`config.mk`:
```
export PLATFORM = sky130hd
export DESIGN_NAME = frame_scheduler
export DESIGN_NICKNAME = d
export VERILOG_FILES = /design/src/rtl/frame_scheduler.sv
export SDC_FILE = /design/constraint.sdc
export NUM_CORES = 1
export LEC_CHECK = 0
export BUFFER_PORTS_ARGS = -buffer_cell sky130_fd_sc_hd__buf_4
export CAP_MARGIN = 40
export CORE_MARGIN = 3
export CORE_UTILIZATION = 35
export DETAILED_ROUTE_END_ITERATION = 7
export HOLD_SLACK_MARGIN = 0.02
export PLACE_DENSITY_LB_ADDON = 0.3
export SLEW_MARGIN = 5
export SYNTH_ARGS = -nofsm -noshare
export SYNTH_HDL_FRONTEND = slang
export SYNTH_SLANG_ARGS = --single-unit
```
`constraint.sdc`:
```
create_clock -name clk_1ms -period 1.8 [get_ports clk_1ms]
set_clock_uncertainty 0.1 [all_clocks]
set_input_delay 0.18 -clock clk_1ms [delete_from_list [all_inputs] [get_ports clk_1ms]]
set_output_delay 0.18 -clock clk_1ms [all_outputs]
set_load 0.005 [all_outputs]
```
`src/rtl/frame_scheduler.sv`:
```
// frame_scheduler: derives the frame boundary from the 1 ms clock and shares one update slot round-robin.
// Latency: grant is registered; the first grant follows frame_tick by 1 cycle, with one PICK cycle between grants.
// Backpressure: none; a stuck requester is cut by the slot timeout, and unfinished work is dropped at the boundary.
module frame_scheduler #(
  parameter int FRAME_MS     = 20,
  parameter int N_REQ        = 4,
  parameter int SLOT_TIMEOUT = 4
) (
  input  logic             clk_1ms,
  input  logic             reset,
  input  logic             enable,
  input  logic [N_REQ-1:0] req,
  input  logic [N_REQ-1:0] done,
  output logic [N_REQ-1:0] grant,
  output logic             frame_tick,
  output logic             busy,
  output logic             overrun,
  output logic [7:0]       overrun_cnt,
  output logic [N_REQ-1:0] timeout_flags,
  output logic [7:0]       frame_num
);

  localparam int CW = $clog2(FRAME_MS);
  localparam int PW = $clog2(N_REQ);
  localparam int SW = (SLOT_TIMEOUT > 1) ? $clog2(SLOT_TIMEOUT) : 1;

  localparam logic [CW-1:0] FRAME_LAST = CW'(FRAME_MS - 1);
  localparam logic [PW-1:0] PTR_LAST   = PW'(N_REQ - 1);
  localparam logic [SW-1:0] SLOT_LAST  = SW'(SLOT_TIMEOUT - 1);

  typedef enum logic [1:0] {
    IDLE  = 2'd0,
    PICK  = 2'd1,
    GRANT = 2'd2
  } state_t;

  state_t           state;
  state_t           state_nxt;
  logic [CW-1:0]    frame_cnt;
  logic [PW-1:0]    rr_ptr;
  logic [PW-1:0]    rr_use;
  logic [N_REQ-1:0] pending;
  logic [N_REQ-1:0] pending_nxt;
  logic [SW-1:0]    slot_cnt;
  logic [SW-1:0]    slot_nxt;
  logic [N_REQ-1:0] grant_nxt;
  logic [N_REQ-1:0] flags_nxt;
  logic             boundary;
  logic             done_hit;
  logic             overrun_hit;
  logic             pick_found;
  logic [PW-1:0]    pick_idx;
  logic [PW-1:0]    cand;

  assign boundary = enable && (frame_cnt == FRAME_LAST);
  assign done_hit = |(done & grant);
  assign busy     = (state != IDLE);

  // Unfinished work at a boundary: a slot still held, or requesters not yet served.
  assign overrun_hit = boundary &&
                       (((state == GRANT) && !done_hit) ||
                        ((state != IDLE) && (pending != '0)));

  // Round-robin scan of pending, starting at this frame's pointer and wrapping.
  always_comb begin
    pick_found = 1'b0;
    pick_idx   = '0;
    cand       = '0;
    for (int k = 0; k < N_REQ; k++) begin
      cand = PW'((int'(rr_use) + k) % N_REQ);
      if (!pick_found && pending[cand]) begin
        pick_found = 1'b1;
        pick_idx   = cand;
      end
    end
  end

  // FSM state register.
  always_ff @(posedge clk_1ms) begin
    if (reset) state <= IDLE;
    else       state <= state_nxt;
  end

  // Next-state and slot datapath; the boundary is applied last so it overrides the FSM.
  always_comb begin
    state_nxt   = state;
    grant_nxt   = grant;
    pending_nxt = pending;
    slot_nxt    = slot_cnt;
    flags_nxt   = timeout_flags;
    case (state)
      IDLE: begin
        grant_nxt = '0;
      end
      PICK: begin
        if (pick_found) begin
          grant_nxt           = '0;
          grant_nxt[pick_idx] = 1'b1;
          pending_nxt[pick_idx] = 1'b0;
          slot_nxt            = '0;
          state_nxt           = GRANT;
        end else begin
          state_nxt = IDLE;
        end
      end
      GRANT: begin
        if (done_hit) begin
          grant_nxt = '0;
          state_nxt = PICK;
        end else if (slot_cnt == SLOT_LAST) begin
          flags_nxt = timeout_flags | grant;
          grant_nxt = '0;
          state_nxt = PICK;
        end else begin
          slot_nxt = slot_cnt + SW'(1);
        end
      end
      default: begin
        grant_nxt = '0;
        state_nxt = IDLE;
      end
    endcase
    if (boundary) begin
      grant_nxt   = '0;
      pending_nxt = req;
      state_nxt   = PICK;
    end
  end

  // Frame counter, round-robin pointer, slot registers and status outputs.
  always_ff @(posedge clk_1ms) begin
    if (reset) begin
      frame_cnt     <= '0;
      frame_num     <= '0;
      frame_tick    <= 1'b0;
      rr_ptr        <= '0;
      rr_use        <= '0;
      pending       <= '0;
      slot_cnt      <= '0;
      grant         <= '0;
      timeout_flags <= '0;
      overrun       <= 1'b0;
      overrun_cnt   <= '0;
    end else begin
      grant         <= grant_nxt;
      pending       <= pending_nxt;
      slot_cnt      <= slot_nxt;
      timeout_flags <= flags_nxt;
      frame_tick    <= boundary;
      overrun       <= overrun_hit;
      if (overrun_hit && (overrun_cnt != 8'hFF)) overrun_cnt <= overrun_cnt + 8'd1;
      if (boundary) begin
        frame_cnt <= '0;
        frame_num <= frame_num + 8'd1;
        rr_use    <= rr_ptr;
        rr_ptr    <= (rr_ptr == PTR_LAST) ? '0 : rr_ptr + PW'(1);
      end else if (enable) begin
        frame_cnt <= frame_cnt + CW'(1);
      end
    end
  end

endmodule

```
# ---- After elaboration in Yosys (flattened, before gate mapping)
# Index checks and enable logic that the tools add are counted.
dict set report word_totals {
  reg_bits 43
  word_cells 108
  output_inout_bits 27
  input_bits 11
}
dict set report op_classes {
  muxes 35
  n_eq_ne 12
  bitwise_logic 6
  reduce_logical 28
  n_addsub 8
  magnitude_cmp 6
}
# cell count
set op_table {}
lappend op_table {{2-to-1 mux 4 bit} 6}
lappend op_table {{2-to-1 mux 2 bit} 11}
lappend op_table {{adder 8 x 1 -> 8 bit, second input constant} 2}
lappend op_table {{less-than comparator 2 x 3 -> 1 bit, second input constant} 5}
lappend op_table {{2-to-1 mux 1 bit} 10}
lappend op_table {{logical AND 1 bit} 9}
lappend op_table {{AND 4 bit} 2}
lappend op_table {{binary-select mux 1 bit (select 2 bit)} 4}
lappend op_table {{!= test 2 bit, second input constant} 4}
lappend op_table {{!= test 8 bit, second input constant} 1}
lappend op_table {{case mux 4 bit (2 select lines)} 1}
lappend op_table {{AND reduction 2 bit} 4}
lappend op_table {{nonzero test 2 bit} 4}
lappend op_table {{adder 2 x 1 -> 2 bit, second input constant} 3}
lappend op_table {{equality test 2 bit, second input constant} 3}
lappend op_table {{case mux 2 bit (3 select lines)} 1}
lappend op_table {{adder 5 x 1 -> 5 bit, second input constant} 1}
lappend op_table {{equality test 5 bit, second input constant} 1}
lappend op_table {{adder 2 bit, second input constant} 2}
lappend op_table {{logical NOT 1 bit} 4}
lappend op_table {{!= test 4 x 3 -> 1 bit, second input constant} 1}
lappend op_table {{NOT 4 bit} 1}
lappend op_table {{bitwise OR 4 bit} 1}
lappend op_table {{case mux 2 bit (2 select lines)} 1}
lappend op_table {{other kinds (12)} 13}

# ---- Depth between registers and ports, before layout
dict set report logic_depth {
  ltp_word 21
  depth_mapped 8
  mapped_depth_nobuf 6
}

# ---- Worst setup path before layout
# OpenSTA, ideal clock, no wires.
dict set report synth_path {
  path_type {flip-flop to flip-flop}
  start {reg frame_cnt[0]}
  end {reg overrun_cnt[7]}
  slack_ns -0.147
  path_buffers 1
  t_arrival_ns 1.777
  stages_incl_launch_ff 8
  setup_time_ns 0.070
  required_ns 1.630
  period_less_slack_ns 1.947
  path_cell_list {dfxtp_1 ha_1 nand2_2 or3_1 buf_6 nor3_4 or3b_1 a21oi_1}
}
dict set report synth_via {
  elab_chain_len 4
}
# element line
set synth_rtl {}
lappend synth_rtl {{from (decl)} 39} ;# logic [CW-1:0] frame_cnt;
lappend synth_rtl {{from (signal assigned)} 158} ;# frame_cnt <= frame_cnt + CW'(1);
lappend synth_rtl {{equality test 5 bit} 55} ;# assign boundary = enable && (frame_cnt == FRAME_LAST);
lappend synth_rtl {{logical AND 1 bit} 55}
lappend synth_rtl {{logical AND 1 bit} 60} ;# assign overrun_hit = boundary &&
lappend synth_rtl {{logical AND 1 bit} 151} ;# if (overrun_hit && (overrun_cnt != 8'hFF)) overrun_cnt <= overrun_cnt + 8'd1;
lappend synth_rtl {{to (signal assigned)} 151}
lappend synth_rtl {{to (decl)} 18} ;# output logic [7:0] overrun_cnt,
# Every way passes these cells.
# A chain may end at the register's enable or synchronous reset.

# ---- Final worst setup path
dict set report layout_path {
  start {reg frame_cnt[1]}
  end {reg overrun_cnt[6]}
}
# The elaborated chain is that of the path after synthesis.

==> metrics.md <==
| Metric | Value |
|---|---|
| Status | finished, violations left |
| Violated checks | negative setup slack |
| Post-route ant nets | 0 |
| Synth area leader | dfxtp_1 |
| Detailed Route WL | 4.42 mm |
| Final min period | 1.81 ns |
| RSZ-0062 raised after global routing | true |
| Core ar. | 5200 um^2 |
| Hold Path Origin | req[3] |
| Reg2reg setup slack | -0.01 ns |
| Initial DRC count | 40 |
| Max-cap violations | 0 |
| Syn Std Cell Area | 1920 um^2 |
| Pwr dens | 653 nW/um^2 |
| Synth Register Bits | 43 |
| Vias per cell | 4.89 |
| Synth warn | 0 |
| Critical Path Fanout Max | 8 |
| Synth-to-Final Area Change | 41.6% |
| Synth area leaders | dfxtp_1 45%, nor2_1 6.4%, a21oi_1 5.0% |
| Syn_nets | 239 |
| Synth top cells by count | 43 x dfxtp_1, 33 x nor2_1, 22 x nand2_1, 19 x a21oi_1, 10 x xnor2_1 |
| Clk_lat worst skew | 0.30 ns |
| Die area | 6410 um^2 |
| Hold path depth | 3 |
| Fill cell count | 501 |
| Number of port buffers | 37 |
| Vias after detailed routing | 1774 |
| TritonCTS Sinks | 43 |
| RR Endpoint | overrun_cnt[6] |
| Share of the synthesized area in the top cell type | 0.448 |
| Relative slew slack | 0.699 |
| Final #Nets | 308 |
| Worst min-delay path endpoint | pending[3] |
| Cell with the most instances after synthesis | dfxtp_1 |
| Site Rows | 26 |
| FF+latch area | 866 um^2 |
| Placed cell area | 2480 um^2 |
| CTS clk-pin slew, worst paths | 0.08 ns |
| Initial Util | 0.369 |
| Initial antenna violation count | 0 |
| Maximum clock rate | 552 MHz |
| CTS H-tree depth | 2 |
| Vias in the first global route | 1573 |
| Avg Inst Size Synth | 8.61 um^2 |
| Multi-input gate area | 1080 um^2 |
| Drt drc | 0 |
| Placer's final routability congestion estimate | 0.844 |
| Pre-CTS setup slack | -0.145 ns |
| Tcrit/Tclk final | 1.01 |
| CTS tree | done |
| Largest net degree at the start of global routing | 20 |
| Drt wl/cell | 12.2 um |
| Unique masters post-synth | 40 |
| RR Startpoint | frame_cnt[1] |
| DP Wirelength | 3.18 mm |
| Ant diodes | 0 |
| Final slew viol count | 0 |
| Register area share after synthesis | 0.448 |
| GR Util All Layers | 0.138 |
| Worst-Margin Slew | 0.450 ns |
| Ys async rst share | 0 |
| CTS Buffer Depth | 2 |
| Crit path max-delay cell type | or3_4 |
| Startpoint Class | flop |
| WS Path Type | reg -> reg |
| Min-delay worst type | in -> reg |
| Fin. Hold Viols | 0 |
| Worst VDD drop | 0.000387 V |
| Static Leak | 1.08 nW |
| Grt ovf | 0 |
| CTS buffer count | 5 |
| Data arrival, critical path | 1.91 ns |
| Die Span Y | 80.1 um |
| Die width | 80.1 um |
| PnR worst setup slack | -0.0113 ns |
| Syn Inst Count | 223 |
| Pre-Repair DR Iteration Count | 4 |
| Design Area, Final | 2720 um^2 |
| Crit path required time | 1.90 ns |
| Final Setup Violations | 1 |
| Ports | 38 |
| Layout cells sized above 1 | 0.348 |
| Root Driver | clkbuf_8 |
| Reg2Reg Depth | 7 |
| Ys flop type | dfxtp_1 |
| Crit-path cells | ha_4 -> nand2_2 -> or3_4 -> buf_4 -> nor4_4 -> xnor2_1 -> nor2_1 |
| First-pass GRT wire length | 6.90 mm |
| EDFF count, synth | 0 |
| CP endpoint kind | flop |
| Max incr delay on CP | 0.42 ns |
-- flip-flops by register name, indices dropped and copies added, names as in the netlist, 2 cells and up --
signal,count
slot_cnt,2
frame_num,8
state,2
rr_ptr,2
grant,4
timeout_flags,4
pending,4
frame_cnt,5
rr_use,2
overrun_cnt,8
-- logic make-up after synthesis --
kind of cell / synth area share
flops: 0.448
compound gates: 0.126
fa+ha+maj: 0.0326
mux: 0.0104
xor+xnor: 0.0684
buf+inv: 0.0391
simple gates: 0.276
-- metal layers --
layer | share of wire | global-route usage | wire, um
met5 | 0 | 0 | 0
met2 | 0.46 | 0.217 | 2020
met3 | 0.052 | 0.0370 | 228
met4 | 0.026 | 0.0709 | 114
met1 | 0.46 | 0.172 | 2050
-- worst max path at each step --
stage	end	from
after CTS	frame_num[3]	frame_cnt[1]
after global routing	overrun_cnt[6]	frame_cnt[1]
final	overrun_cnt[6]	frame_cnt[1]
after floorplan	overrun_cnt[7]	grant[1]
after detailed placement	frame_num[3]	frame_cnt[1]
after global placement	frame_num[3]	frame_cnt[1]
-- repair_timing --
action / in CTS / in global routing
pin swaps: 3 / 3
setup buffers: 0 / 4
hold buffers: 0 / 1
hold endpoints to repair: 0 / 1
setup endpoints to repair: 11 / 14
resized for setup: 5 / 13
-- where the power goes --
| part | internal (mW) | switching, mW | total (mW) |
|---|---|---|---|
| Sequential | 0.956 | 0.00447 | 0.960 |
| Clock | 0.413 | 0.339 | 0.752 |
| Combinational | 0.0341 | 0.0296 | 0.0638 |
| Total | 1.40 | 0.373 | 1.78 |
-- placed cells by master, fill, tap and decap left out, types with 2 or more instances in the layout --
| cell | n |
|---|---|
| dfxtp_2 | 4 |
| nor3_1 | 3 |
| nor2b_1 | 2 |
| nand2b_1 | 5 |
| xor2_1 | 5 |
| inv_1 | 7 |
| ha_1 | 3 |
| and3_1 | 4 |
| mux2i_1 | 2 |
| xnor2_1 | 10 |
| clkbuf_8 | 5 |
| o21ai_0 | 5 |
| nand2_1 | 22 |
| buf_4 | 69 |
| a21oi_1 | 18 |
| dfxtp_1 | 39 |
| nor2_1 | 33 |
| or3_1 | 3 |
| o311ai_0 | 2 |
| nor4_2 | 5 |
| a22o_1 | 2 |
| nand3_1 | 9 |
| nor3_2 | 2 |
| nand4_1 | 4 |
-- critical path, delay by kind of cell, from the launching register on --
| family | cells | cell delay (ns) |
|---|---|---|
| DFF | 1 | 0.36 |
| xor gates and xnor gates | 1 | 0.15 |
| and+or+nand+nor | 4 | 0.79 |
| adders and majority gates | 1 | 0.14 |
| buffers and inverters | 1 | 0.18 |
-- per-stage QoR --
step	util	cells	hold WS (ns)	TNS (ns)	total power [mW]
6_report	0.522	363	0.0329	-0.0113	1.78
4_1_cts	0.503	358	0.0221	0	1.80
5_1_grt	0.522	363	0.0257	-0.434	1.86
2_1_floorplan	-	223	0.220	-0.0291	1.01
3_3_place_gp	0.477	350	0.332	-0.474	1.05
3_5_place_dp	0.477	350	0.339	-0.691	1.05
-- area by class of cell --
cell class              instances  area share
well taps                      70      0.0322
flip-flops and latches         43       0.318
repair buffers                 71       0.202
clock buffers                   5      0.0253
multi-input cells             164       0.397
inverters                       7     0.00966
clock inverters                 3      0.0161
Power figures use the tool's default switching activity.
